$ cat src/rtl/fetch_unit_if.sv
// rtl/fetch_unit_if.sv - instruction memory request/response and decode handoff bundle
interface fetch_unit_if;
    logic        imem_req;
    logic [31:0] imem_addr;
    logic        imem_ready;
    logic        imem_rvalid;
    logic [31:0] imem_rdata;
    logic        instr_valid;
    logic        instr_ready;
    logic [31:0] instr;
    logic [31:0] instr_pc;
    logic [31:0] instr_pcplus4;

    modport master (
        output imem_req, imem_addr,
        input  imem_ready, imem_rvalid, imem_rdata,
        output instr_valid, instr, instr_pc, instr_pcplus4,
        input  instr_ready
    );

    modport slave (
        input  imem_req, imem_addr,
        output imem_ready, imem_rvalid, imem_rdata,
        input  instr_valid, instr, instr_pc, instr_pcplus4,
        output instr_ready
    );
endinterface

$ cat src/rtl/fetch_unit.sv
// rtl/fetch_unit.sv - instruction fetch stage with one-in-flight request and small instruction queue
// Optional FETCH_MISALIGN_CHK_EN: misaligned redirect raises sticky fetch_fault and halts fetch.
module fetch_unit #(
    parameter logic [31:0] RESET_PC = 32'h0000_0000,
    parameter int          QDEPTH   = 2
) (
    input  logic         clk,
    input  logic         rst_n,
    fetch_unit_if.master bus,
    input  logic         redirect,
    input  logic [31:0]  redirect_pc,
    output logic         fetch_fault
);
    localparam int AW = $clog2(QDEPTH);
    localparam int CW = AW + 1;
    localparam logic [CW:0] QD = QDEPTH[CW:0];

    logic [31:0]   fetch_pc;
    logic [31:0]   inflight_pc;
    logic          outstanding;
    logic          discard;
    logic          halted;
    logic [AW-1:0] rd_ptr;
    logic [AW-1:0] wr_ptr;
    logic [CW-1:0] count;
    logic [31:0]   q_pc    [QDEPTH];
    logic [31:0]   q_instr [QDEPTH];

    logic          pop;
    logic          resp;
    logic          push;
    logic          accept;
    logic          head_valid;
    logic [CW:0]   occupancy;

    assign head_valid = (count != '0) & ~halted;
    assign pop        = head_valid & bus.instr_ready;
    assign resp       = outstanding & bus.imem_rvalid;
    // A response landing in a redirect cycle belongs to the old path and is dropped.
    assign push       = resp & ~discard & ~redirect;
    assign occupancy  = {1'b0, count} + {{CW{1'b0}}, outstanding} - {{CW{1'b0}}, pop};

    assign bus.imem_req  = rst_n & ~redirect & ~halted & (~outstanding | bus.imem_rvalid)
                         & (occupancy < QD);
    assign bus.imem_addr = fetch_pc;
    assign accept        = bus.imem_req & bus.imem_ready;

    assign bus.instr_valid   = head_valid;
    assign bus.instr         = head_valid ? q_instr[rd_ptr] : 32'h0;
    assign bus.instr_pc      = head_valid ? q_pc[rd_ptr] : 32'h0;
    assign bus.instr_pcplus4 = bus.instr_pc + 32'd4;

    always_ff @(posedge clk or negedge rst_n) begin
        if (!rst_n) begin
            fetch_pc    <= RESET_PC;
            inflight_pc <= 32'h0;
            outstanding <= 1'b0;
            discard     <= 1'b0;
            rd_ptr      <= '0;
            wr_ptr      <= '0;
            count       <= '0;
        end else if (redirect) begin
            fetch_pc    <= {redirect_pc[31:2], 2'b00};
            outstanding <= outstanding & ~bus.imem_rvalid;
            discard     <= outstanding & ~bus.imem_rvalid;
            rd_ptr      <= '0;
            wr_ptr      <= '0;
            count       <= '0;
        end else begin
            if (accept) begin
                inflight_pc <= fetch_pc;
                fetch_pc    <= fetch_pc + 32'd4;
                outstanding <= 1'b1;
            end else if (resp) begin
                outstanding <= 1'b0;
            end
            if (resp && discard) begin
                discard <= 1'b0;
            end
            if (push) begin
                wr_ptr <= wr_ptr + 1'b1;
            end
            if (pop) begin
                rd_ptr <= rd_ptr + 1'b1;
            end
            count <= count + {{AW{1'b0}}, push} - {{AW{1'b0}}, pop};
        end
    end

    always_ff @(posedge clk) begin
        if (push) begin
            q_pc[wr_ptr]    <= inflight_pc;
            q_instr[wr_ptr] <= bus.imem_rdata;
        end
    end

`ifdef FETCH_MISALIGN_CHK_EN
    always_ff @(posedge clk or negedge rst_n) begin
        if (!rst_n) begin
            halted <= 1'b0;
        end else if (redirect && (redirect_pc[1:0] != 2'b00)) begin
            halted <= 1'b1;
        end
    end

    assign fetch_fault = halted;
`else
    logic unused_low_bits;

    assign halted          = 1'b0;
    assign fetch_fault     = 1'b0;
    assign unused_low_bits = ^redirect_pc[1:0];
`endif
endmodule

$ cat src/flat_wrapper.sv
// flat-port wrapper written by rule: the top's interface ports become plain ports
module fetch_unit_flat 
#(
    parameter logic [31:0] RESET_PC = 32'h0000_0000,
    parameter int          QDEPTH   = 2
)
  (clk, rst_n, redirect, redirect_pc, fetch_fault, bus_imem_req, bus_imem_addr, bus_imem_ready, bus_imem_rvalid, bus_imem_rdata, bus_instr_valid, bus_instr, bus_instr_pc, bus_instr_pcplus4, bus_instr_ready);
  fetch_unit_if bus_i ();
  input  logic clk;
  input  logic rst_n;
  input  logic redirect;
  input  logic [31:0] redirect_pc;
  output logic fetch_fault;
  output wire logic [$bits(bus_i.imem_req)-1:0] bus_imem_req;
  output wire logic [$bits(bus_i.imem_addr)-1:0] bus_imem_addr;
  input wire logic [$bits(bus_i.imem_ready)-1:0] bus_imem_ready;
  input wire logic [$bits(bus_i.imem_rvalid)-1:0] bus_imem_rvalid;
  input wire logic [$bits(bus_i.imem_rdata)-1:0] bus_imem_rdata;
  output wire logic [$bits(bus_i.instr_valid)-1:0] bus_instr_valid;
  output wire logic [$bits(bus_i.instr)-1:0] bus_instr;
  output wire logic [$bits(bus_i.instr_pc)-1:0] bus_instr_pc;
  output wire logic [$bits(bus_i.instr_pcplus4)-1:0] bus_instr_pcplus4;
  input wire logic [$bits(bus_i.instr_ready)-1:0] bus_instr_ready;
  assign bus_imem_req = bus_i.imem_req;
  assign bus_imem_addr = bus_i.imem_addr;
  assign bus_i.imem_ready = bus_imem_ready;
  assign bus_i.imem_rvalid = bus_imem_rvalid;
  assign bus_i.imem_rdata = bus_imem_rdata;
  assign bus_instr_valid = bus_i.instr_valid;
  assign bus_instr = bus_i.instr;
  assign bus_instr_pc = bus_i.instr_pc;
  assign bus_instr_pcplus4 = bus_i.instr_pcplus4;
  assign bus_i.instr_ready = bus_instr_ready;
  fetch_unit #(.RESET_PC(RESET_PC), .QDEPTH(QDEPTH)) u_core (.clk(clk), .rst_n(rst_n), .bus(bus_i), .redirect(redirect), .redirect_pc(redirect_pc), .fetch_fault(fetch_fault));
endmodule
$ cat config.mk
export PLATFORM = sky130hd
export DESIGN_NAME = fetch_unit_flat
export DESIGN_NICKNAME = d
export VERILOG_FILES = /design/src/rtl/fetch_unit_if.sv /design/src/rtl/fetch_unit.sv /design/src/flat_wrapper.sv
export SDC_FILE = /design/constraint.sdc
export NUM_CORES = 1
export LEC_CHECK = 0
export CELL_PAD_IN_SITES_DETAIL_PLACEMENT = 1
export CELL_PAD_IN_SITES_GLOBAL_PLACEMENT = 1
export CORE_UTILIZATION = 40
export CTS_BUF_LIST = sky130_fd_sc_hd__clkbuf_16
export CTS_CLUSTER_DIAMETER = 80
export CTS_CLUSTER_SIZE = 8
export DETAILED_ROUTE_END_ITERATION = 12
export DONT_BUFFER_PORTS = 1
export HOLD_SLACK_MARGIN = 0.1
export PLACE_DENSITY_LB_ADDON = 0.1
export SLEW_MARGIN = 5
export SYNTH_ARGS = -nofsm -noshare
export SYNTH_HDL_FRONTEND = slang
export SYNTH_SLANG_ARGS = --single-unit
$ cat constraint.sdc
create_clock -name clk -period 7.2 [get_ports clk]
set_input_delay 1.08 -clock clk [delete_from_list [all_inputs] [get_ports clk]]
set_output_delay 1.08 -clock clk [all_outputs]
set_load 0.1 [all_outputs]
==> impl_metrics.ini <==
[sta]
hold_violations = 0
final_slew_violations = 0
fin_worst_skew_ps = 16.02
grt_setup_unrepaired = false
setup_slack_ps = 1659
number_of_endpoints_failing_setup_at_the_final_stage = 0
slew_headroom = 0.1982
layout_min_cycle_time_ps = 5541
fmaxAchievable_ghz = 0.1805
finalCritPeriodShare = 0.7696
setup-tns-final_ps = 0
max_slew.worst_pin.slew_ps = 1202

[drt]
drt-wirelength-per-cell_um = 18.75
remaining_drc_errors = 0
detailroute.via_count = 5693
number_of_detailed_routing_iterations_run_before_antenna_repair = 4
ant_nets = 0
detail_route.wirelength_um = 20220
drt_iter0_markers = 241
vias_per_cell = 5.281

[layout]
final.fill_count = 2307
final_area_um2 = 10260
layout.nets = 860
drive_above_1_share = 0.2506
area_growth_syn_to_layout_pct = 16.18
insertedDiodeCount = 0

[global_routing]
grt_start_max_net_pins = 68
grt_pass1_vias = 5882
number_of_antenna_violations_at_the_first_check_in_global_routing = 0
busiest_layer = met2
met2_routing_resource_usage_after_global_routing = 0.2892
grt-ovfl-total = 0
grt_util_all_layers = 0.1821
grt_util_met1 = 0.2435
grtUsageMet3 = 0.05061
grt_first_pass_wirelength_um = 31660

[critical_path]
critPathTopFamily = buffers and inverters
worstPathRequired_ps = 6120
r2r_setup_slack_ps = 3290
cp_common_cell = buf_4
path_class = register to primary output
worst-path-buf-inv = 3
worst-endpoint-arrival_ps = 4460
reg2regPathDepth = 12
crit_path_cell_trace = mux2_2 > nand2_1 > buf_4 > inv_1 > ha_1 > nor4b_2 > nand4_4 > nor4_2 > mux2_1 > buf_4
cpMaxStageDelayCell = dfrtp_4
critical_path_stages = 10
crit_path_max_incr_delay_ps = 810
worst_setup_path_end_kind = primary output
largest_fanout_on_the_critical_path = 44
critPathLaunchType = register

[logic_synthesis]
synth_adder_area_share = 0.007932
ys.warnings.count = 0
synth.ff_latch_count = 190
synth_most_common_cell = nand2_1
synth.top_cells.by_area = edfxtp_1 (42%), dfrtp_1 (19%), mux2i_1 (6.8%), nand2_1 (5.8%), nor2_1 (3.3%)
synth_compound_gate_area_share = 0.05198
synth_seq_area_share = 0.6085
post_synth_top_area_share = 0.4215
synth.distinct_cells = 59
synthArstFlopShare = 0.3474
synthesized_area_fraction_occupied_by_xor_and_xnor_cells = 0.04065
synth_simple_gate_area_share = 0.1865
synth_area_leader_cell = edfxtp_1
synth.area.mux_share = 0.07054
summed_instance_area_of_the_synthesized_netlist_um2 = 8833
number_of_synthesized_flops_with_an_enable_pin = 124
synthesis.area_per_instance_um2 = 11.75
yosys_most_used_dff = edfxtp_1
main_combinational_cell_family_by_area_after_synthesis = simple AND/OR/NAND/NOR gates
ys_top_cells_by_count = nand2_1 (137), edfxtp_1 (124), nor2_1 (78)
postSynthCellCount = 752

[place]
placement.cell_area_um2 = 9723
final_weighted_congestion_in_routability_driven_placement = 0.7904
pre_cts_ws_ps = 2038
place_hpwl_um = 14100
portBuffers = 0

[clocking]
clock_sink_count = 190
tritoncts.num_buffers = 17
htree_levels = 4
postCtsResizedCells = 0
ctsRootBufferMaster = clkbuf_16
tritoncts = yes
clk_latency_ps = 420
post-cts-setup-buffers = 0
hold_buffers = 0
maximum_root_to_sink_buffer_count = 2
cts.reportedPaths.clkPinSlew_ps = 70

[worst_hold_path]
timing.hold.worst.class = primary input to asynchronous set/reset pin

[floorplan]
floorplan.die_area_um2 = 22680
chipWidth_um = 150.6
initial_core_util = 0.4060
die_height_um = 150.6
core_area_um2 = 21760
ioPinCount = 201
rows = 54

[status]
status = finished clean

[job]
max-cap-violations = 0
[worst register-to-register path, stage by stage, from the launching register on]
cell and delay (ps):
dfrtp_1 480, nor2_4 50, clkinv_1 40, buf_4 340
nand2_1 170, nor2_1 170, fa_1 460, and3b_1 220
and4_2 200, buf_4 290, nor2_1 900, o21ai_0 240
o311ai_0 190
[placed cells by master, fill, tap and decap left out, types with 12 or more instances in the layout]
cell	n
nor2_1	20
xor2_1	12
nor2_2	60
dfrtp_1	65
o21ai_0	25
nand3_1	25
xor2_2	21
nand4_1	21
nand2_1	137
mux2i_1	60
clkbuf_16	18
buf_4	54
edfxtp_1	124
[routing by layer]
layer	wire length, µm	up-vias
met2	9371	153
met3	1424	13
met1	9223	2812
met4	197	0
li1	-	2715
met5	0	-
[flip-flops by register name (all words and copies together) (netlist names)]
signal / count
u_core.inflight_pc: 30
u_core.count: 2
u_core.bus.imem_addr: 30
u_core.wr_ptr: 1
u_core.outstanding: 1
u_core.rd_ptr: 1
u_core.q_instr: 64
u_core.discard: 1
u_core.q_pc: 60
[metrics by stage]
step                        util  hold slack (ps)  instances
final                     0.4717            340.1       1078
after global routing      0.4717            314.8       1078
after CTS                 0.4717            322.3       1078
after detailed placement  0.4469            460.9       1046
after global placement    0.4469            453.1       1046
after floorplan                -            441.9        758
[layout make-up]
type,instances,area (µm²),area share
clock buffers,18,450.4,0.04389
clock inverters,14,88.84,0.008656
inverters,9,33.78,0.003292
multi-input cells,513,3555,0.3464
flip-flops and latches,190,5379,0.5241
well taps,280,350.3,0.03414
repair buffers,54,405.4,0.03950
[logic make-up (layout without fill, tap and decap cells)]
| logic type | after synthesis | in the layout |
|---|---|---|
| XOR/XNOR | 41 | 41 |
| other | 1 | 7 |
| buffers and inverters | 55 | 95 |
| AND/OR/NAND/NOR | 330 | 330 |
| adder cells (fa/ha/maj) | 5 | 5 |
| AO/OA/AOI/OAI | 68 | 68 |
| multiplexers | 62 | 62 |
| flip-flops | 190 | 190 |
[worst paths after layout]
| check | start | endpoint |
|---|---|---|
| setup / recovery | u_core.rd_ptr$_DFFE_PN0P_ | bus_instr_pcplus4[16] |
| hold / removal | rst_n | u_core.bus.imem_addr[3]$_DFFE_PN0P_ |
| setup reg to reg | u_core.count[1]$_DFF_PN0_ | u_core.bus.imem_addr[18]$_DFFE_PN0P_ |
| hold reg to reg | u_core.inflight_pc[17]$_DFFE_PN0P_ | u_core.q_pc[0][17]$_DFFE_PP_ |
| max in group asynchronous | rst_n | u_core.bus.imem_addr[25]$_DFFE_PN0P_ |
| min in group clk | u_core.inflight_pc[17]$_DFFE_PN0P_ | u_core.q_pc[0][17]$_DFFE_PP_ |
Power is not shown: default switching activity piles up to over one toggle a cycle in this logic, so the estimate is an artifact.
